### src/rtl/btle_crc24_gen.sv
// Bit-serial BLE link-layer CRC-24 generator.
// Leading preamble/access-address bits pass straight through. PDU bits pass
// through and also feed the CRC LFSR. After the last PDU bit, the 24 CRC bits
// are appended MSB-first, one every CRC_OUT_GAP cycles.
// Optional build macro BTLE_CRC24_STATE_PORT_EN adds the crc_state and
// crc_append_busy observation ports.
module btle_crc24_gen #(
  parameter int unsigned CRC_STATE_BIT_WIDTH = 24,  // only 24 is supported
  parameter int unsigned BYPASS_BIT_COUNT    = 40,
  parameter int unsigned CRC_OUT_GAP         = 16
) (
  input  logic                           clk,
  input  logic                           rst,
  input  logic [CRC_STATE_BIT_WIDTH-1:0] crc_state_init_bit,
  input  logic                           crc_state_init_bit_load,
  input  logic                           info_bit,
  input  logic                           info_bit_valid,
  input  logic                           info_bit_valid_last,
  output logic                           info_bit_after_crc24,
  output logic                           info_bit_after_crc24_valid,
`ifdef BTLE_CRC24_STATE_PORT_EN
  output logic                           info_bit_after_crc24_valid_last,
  output logic [CRC_STATE_BIT_WIDTH-1:0] crc_state,
  output logic                           crc_append_busy
`else
  output logic                           info_bit_after_crc24_valid_last
`endif
);

  localparam int unsigned W     = CRC_STATE_BIT_WIDTH;
  localparam int unsigned CNT_W = $clog2(BYPASS_BIT_COUNT + 1);
  localparam int unsigned GAP_W = $clog2(CRC_OUT_GAP + 1);
  localparam int unsigned IDX_W = $clog2(CRC_STATE_BIT_WIDTH + 1);

  typedef enum logic [0:0] {
    ST_IDLE_PASS = 1'b0,
    ST_APPEND    = 1'b1
  } state_e;

  state_e           state_q, state_d;
  logic [W-1:0]     init_q, init_d;
  logic [W-1:0]     lfsr_q, lfsr_d;
  logic [CNT_W-1:0] bit_cnt_q, bit_cnt_d;
  logic [GAP_W-1:0] gap_cnt_q, gap_cnt_d;
  logic [IDX_W-1:0] crc_idx_q, crc_idx_d;
  logic             out_bit_q, out_bit_d;
  logic             out_valid_q, out_valid_d;
  logic             out_last_q, out_last_d;

  // One LFSR step for x^24+x^10+x^9+x^6+x^4+x^3+x+1
  function automatic logic [W-1:0] lfsr_step(input logic [W-1:0] s, input logic d);
    logic          fb;
    logic [W-1:0]  n;
    fb    = s[W-1] ^ d;
    n     = {s[W-2:0], fb};
    n[1]  = n[1]  ^ fb;
    n[3]  = n[3]  ^ fb;
    n[4]  = n[4]  ^ fb;
    n[6]  = n[6]  ^ fb;
    n[9]  = n[9]  ^ fb;
    n[10] = n[10] ^ fb;
    return n;
  endfunction

  // State and datapath registers
  always_ff @(posedge clk or posedge rst) begin
    if (rst) begin
      state_q     <= ST_IDLE_PASS;
      init_q      <= '0;
      lfsr_q      <= '0;
      bit_cnt_q   <= '0;
      gap_cnt_q   <= '0;
      crc_idx_q   <= '0;
      out_bit_q   <= 1'b0;
      out_valid_q <= 1'b0;
      out_last_q  <= 1'b0;
    end else begin
      state_q     <= state_d;
      init_q      <= init_d;
      lfsr_q      <= lfsr_d;
      bit_cnt_q   <= bit_cnt_d;
      gap_cnt_q   <= gap_cnt_d;
      crc_idx_q   <= crc_idx_d;
      out_bit_q   <= out_bit_d;
      out_valid_q <= out_valid_d;
      out_last_q  <= out_last_d;
    end
  end

  // Next-state: pass-through with CRC update, then paced CRC append
  always_comb begin
    state_d     = state_q;
    init_d      = init_q;
    lfsr_d      = lfsr_q;
    bit_cnt_d   = bit_cnt_q;
    gap_cnt_d   = gap_cnt_q;
    crc_idx_d   = crc_idx_q;
    out_bit_d   = out_bit_q;
    out_valid_d = 1'b0;
    out_last_d  = 1'b0;

    unique case (state_q)
      ST_IDLE_PASS: begin
        if (info_bit_valid) begin
          out_bit_d   = info_bit;
          out_valid_d = 1'b1;
          // Counter saturates at the bypass length; once there, bits are PDU
          if (bit_cnt_q >= CNT_W'(BYPASS_BIT_COUNT)) begin
            lfsr_d = lfsr_step(lfsr_q, info_bit);
          end else begin
            bit_cnt_d = bit_cnt_q + CNT_W'(1);
          end
          if (info_bit_valid_last) begin
            state_d   = ST_APPEND;
            gap_cnt_d = '0;
            crc_idx_d = '0;
          end
        end
      end
      ST_APPEND: begin
        if (gap_cnt_q == GAP_W'(CRC_OUT_GAP - 1)) begin
          gap_cnt_d   = '0;
          out_bit_d   = lfsr_q[W-1];
          out_valid_d = 1'b1;
          lfsr_d      = {lfsr_q[W-2:0], 1'b0};
          if (crc_idx_q == IDX_W'(W - 1)) begin
            out_last_d = 1'b1;
            state_d    = ST_IDLE_PASS;
            bit_cnt_d  = '0;
            crc_idx_d  = '0;
            lfsr_d     = init_q;
          end else begin
            crc_idx_d = crc_idx_q + IDX_W'(1);
          end
        end else begin
          gap_cnt_d = gap_cnt_q + GAP_W'(1);
        end
      end
      default: state_d = ST_IDLE_PASS;
    endcase

    // Init load overrides any LFSR update in the same cycle
    if (crc_state_init_bit_load) begin
      init_d = crc_state_init_bit;
      lfsr_d = crc_state_init_bit;
    end
  end

  assign info_bit_after_crc24            = out_bit_q;
  assign info_bit_after_crc24_valid      = out_valid_q;
  assign info_bit_after_crc24_valid_last = out_last_q;

`ifdef BTLE_CRC24_STATE_PORT_EN
  assign crc_state       = lfsr_q;
  assign crc_append_busy = (state_q == ST_APPEND);
`endif

endmodule

### config.mk
export PLATFORM = sky130hd
export DESIGN_NAME = btle_crc24_gen
export DESIGN_NICKNAME = d
export VERILOG_FILES = /design/src/rtl/btle_crc24_gen.sv
export SDC_FILE = /design/constraint.sdc
export NUM_CORES = 1
export LEC_CHECK = 0
export CORE_MARGIN = 2
export CORE_UTILIZATION = 37
export CTS_CLUSTER_SIZE = 24
export DETAILED_ROUTE_END_ITERATION = 10
export GPL_TIMING_DRIVEN = 0
export PLACE_DENSITY = 0.54
export SYNTH_ARGS = -nofsm -noshare
export SYNTH_HDL_FRONTEND = slang
export SYNTH_SLANG_ARGS = --single-unit
### constraint.sdc
create_clock -name clk -period 3.2 [get_ports clk]
set_input_delay 0.32 -clock clk [delete_from_list [all_inputs] [get_ports clk]]
set_output_delay 0.32 -clock clk [all_outputs]
set_load 0.02 [all_outputs]
==> flow_summary.yaml <==
run_status:
  outcome: "finished, final reports clean"
yosys:
  synth.net_count: 377
  synth.cell_area_mm2: 0.00349
  syn-mean-instance-area_um2: 10.2
  post_synth_main_area_contributors: "sky130_fd_sc_hd__dfrtp_1 (49%), sky130_fd_sc_hd__o21ai_0 (4.9%), sky130_fd_sc_hd__and3_1 (3.9%), sky130_fd_sc_hd__o31ai_2 (3.2%), sky130_fd_sc_hd__nand2_1 (3.1%)"
  asyncSetResetFlopFracSynth: 1.00
  synthTopCellsByCount: "sky130_fd_sc_hd__dfrtp_1 (68), sky130_fd_sc_hd__o21ai_0 (34), sky130_fd_sc_hd__nand2_1 (29), sky130_fd_sc_hd__inv_1 (24), sky130_fd_sc_hd__nor2_1 (24)"
  synth_most_common_cell: "sky130_fd_sc_hd__dfrtp_1"
  post-synth-top-area-fraction: 0.488
  synthDominantAreaCellType: "sky130_fd_sc_hd__dfrtp_1"
  synth_top_flop_cell: "sky130_fd_sc_hd__dfrtp_1"
  post_synth_inst_count: 343
  flop_and_latch_count_out_of_synthesis: 68
  synth.distinct_cells: 45
  synth_enable_flop_cells: 0
  yosys_warnings: 0
  synth.yosys.seq_area_share: 0.488
sta:
  relative_max_transition_margin: 0.505
  timing.final.setup_violations: 0
  finalHoldWorstSlack_ns: 0.389
  max_freq_ghz: 0.476
  report.final.slew_viol_count: 0
  final_hold_violation_count: 0
  layout_min_cycle_time_ns: 2.10
  fin_skew_ns: 0.0122
  final.period_utilization: 0.657
  worst_slew_pin_slew_ns: 0.742
  rsz0062_at_grt: "false"
  setup_tns_ns: 0
detailed_routing:
  final_antenna_net_count: 0
  avgViaCountPerCell: 5.26
  routed_via_count: 2642
  drt_first_pass_iters: 4
  drt_iter0_markers: 102
  routedWlPerCell_um: 16.0
  finalWirelength_um: 8050
  drc_errors: 0
global_routing:
  grt_overflow_total: 0
  first_global_vias: 2650
  grt_max_degree: 69
  number_of_antenna_violations_at_the_first_check_in_global_routing: 0
  grt_first_pass_wirelength_um: 13700
  groute.usage.overall: 0.173
critical_path:
  cp_data_required_time_ns: 3.41
  capture_point_of_the_worst_reg_to_reg_path: "lfsr_q[21]$_DFFE_PP0P_"
  setup.reg_to_reg.worst_slack_ns: 1.10
  maximum_fanout_encountered_on_the_critical_timing_path: 10
  cp.arrival_ns: 2.31
  timing.setup.critical_path_class: "reg -> reg"
  timing.critical_path.to_type: "register"
  rr_startpoint: "crc_idx_q[0]$_DFFE_PP0P_"
  r2r.worst_path.cells: 7
  type_of_element_launching_the_critical_path: "register"
final_layout:
  instances_no_fill: 502
  nFillCells: 907
  postLayoutCoreUtil: 0.456
  insertedDiodeCount: 0
  drive_gt1_frac: 0.164
  design.final.nets: 420
  layout-area-overhead-vs-synth_pct: 20.2
die:
  core-area_mm2: 0.00920
  chipHeight_um: 101
  pin_count: 33
  horizontal_die_dimension_um: 101
  effective_utilization_at_floorplan: 0.379
  placement_rows: 35
  die_area_mm2: 0.0102
cts:
  cts_hold_buffers: 0
  cts_buffers: 9
  post_cts.resized_instances: 0
  clock_tree_from_tritoncts: "built"
  cts.path.max_buffers: 2
  cts_root_buffer: "sky130_fd_sc_hd__clkbuf_8"
  worstSkewPairLatency_ns: 0.35
  cts_post_setup_buffers_inserted: 0
  clock_sink_count: 68
  ctsHtreeMaxLevel: 3
  clk_pin_slew_worst_paths_ns: 0.08
place:
  placement.io_buffers: 31
  post_placement_cell_count: 486
  gp_congestion: 0.758
  place.detailed.hpwl_um: 5360
power_and_ir_drop:
  power_per_cell_area_mw_per_mm2: 570
  share_comb_of_total_power: 0.201
  netSwitchingPower_uw: 700
  seq_power_share: 0.462
  sw_frac_of_total: 0.293
  max-vdd-ir-drop_mv: 0.277
  leakage_uw: 0.00187
  power_report.internal_total_uw: 1690
  power_frac_clock: 0.337
run:
  maxCapViolCount: 0
worst_hold_path:
  worst_hold_path_type: "in -> async"
-- per-layer routing --
layer / wire, um / GRT usage / vias up / part of all wire
li1: - / - / 1304 / -
met1: 4000 / 0.240 / 1298 / 0.50
met2: 3740 / 0.273 / 31 / 0.46
met3: 217 / 0.0381 / 9 / 0.027
met4: 100 / 0.0530 / 0 / 0.012
met5: 0 / 0 / - / 0
-- power by group through the flow --
stage	combinational, uW	sequential, uW	clock [uW]
6_report	480	1100	804
5_1_grt	540	1120	863
4_1_cts	485	1100	826
3_5_place_dp	480	1120	0
3_3_place_gp	467	1120	0
2_1_floorplan	342	1100	0
-- logic make-up (layout without fill, tap and decap cells) --
family	count (synthesis)	after routing	share of synthesized area
buf+inv	49	97	0.0700
simple gates	108	108	0.159
flops	68	68	0.488
compound gates	98	98	0.221
xor+xnor	4	4	0.0100
fa+ha+maj	4	4	0.0144
mux	12	12	0.0377
-- final cells by class --
type | instances | area, um^2 | share of cell area
inverter | 24 | 92.6 | 0.0221
buffer | 25 | 154 | 0.0367
timing repair buffer | 32 | 338 | 0.0806
clock inverter | 6 | 87.6 | 0.0209
tap | 111 | 139 | 0.0331
sequential | 68 | 1700 | 0.406
clock buffer | 10 | 138 | 0.0328
multi-input combinational | 226 | 1540 | 0.368
-- sequential cells by signal (all words and copies together) (netlist names) --
signal,flops
init_q,24
info_bit_after_crc24_valid_last,1
bit_cnt_q,6
info_bit_after_crc24_valid,1
gap_cnt_q,5
state_q,1
lfsr_q,24
crc_idx_q,5
info_bit_after_crc24,1
-- cells in the final DEF, fill, tap and decap left out, types with 9 or more instances in the layout --
cell / count
sky130_fd_sc_hd__o31ai_2: 9
sky130_fd_sc_hd__clkbuf_1: 11
sky130_fd_sc_hd__a211oi_1: 9
sky130_fd_sc_hd__nand3_1: 10
sky130_fd_sc_hd__clkdlybuf4s50_1: 31
sky130_fd_sc_hd__o21ai_0: 34
sky130_fd_sc_hd__clkbuf_8: 10
sky130_fd_sc_hd__nand2_1: 29
sky130_fd_sc_hd__o31ai_1: 14
sky130_fd_sc_hd__and3_1: 22
sky130_fd_sc_hd__mux2_2: 9
sky130_fd_sc_hd__dfrtp_1: 68
sky130_fd_sc_hd__inv_1: 23
sky130_fd_sc_hd__nor2_1: 24
-- how the worst max path moves through the flow --
stage	from	to	slack [ns]	cells after the start
2_1_floorplan	rst	bit_cnt_q[0]$_DFFE_PP0P_	1.17	1
6_report	crc_idx_q[0]$_DFFE_PP0P_	lfsr_q[21]$_DFFE_PP0P_	1.10	7
4_1_cts	crc_idx_q[0]$_DFFE_PP0P_	lfsr_q[21]$_DFFE_PP0P_	1.12	7
3_3_place_gp	rst	init_q[8]$_DFFE_PP0P_	-0.21	2
3_5_place_dp	crc_idx_q[0]$_DFFE_PP0P_	lfsr_q[20]$_DFFE_PP0P_	1.13	7
5_1_grt	crc_idx_q[0]$_DFFE_PP0P_	lfsr_q[21]$_DFFE_PP0P_	0.96	7
-- metrics by stage --
step | setup WS [ns] | power [uW] | instance area (um^2)
after floorplan | 1.17 | 1440 | 3490
after global placement | -0.208 | 1580 | 3940
after detailed placement | 1.13 | 1600 | 3970
after CTS | 1.12 | 2410 | 4190
after global routing | 0.955 | 2530 | 4190
final | 1.10 | 2390 | 4190
-- critical path, stage by stage, from the launching register on --
cell and delay (ns):
sky130_fd_sc_hd__dfrtp_1 0.39, sky130_fd_sc_hd__ha_1 0.27, sky130_fd_sc_hd__and4b_1 0.36, sky130_fd_sc_hd__buf_4 0.23, sky130_fd_sc_hd__nand2_2 0.14, sky130_fd_sc_hd__buf_6 0.19
sky130_fd_sc_hd__a211oi_1 0.26, sky130_fd_sc_hd__o31ai_1 0.11
No activity file was read; power rests on OpenSTA's default activity.
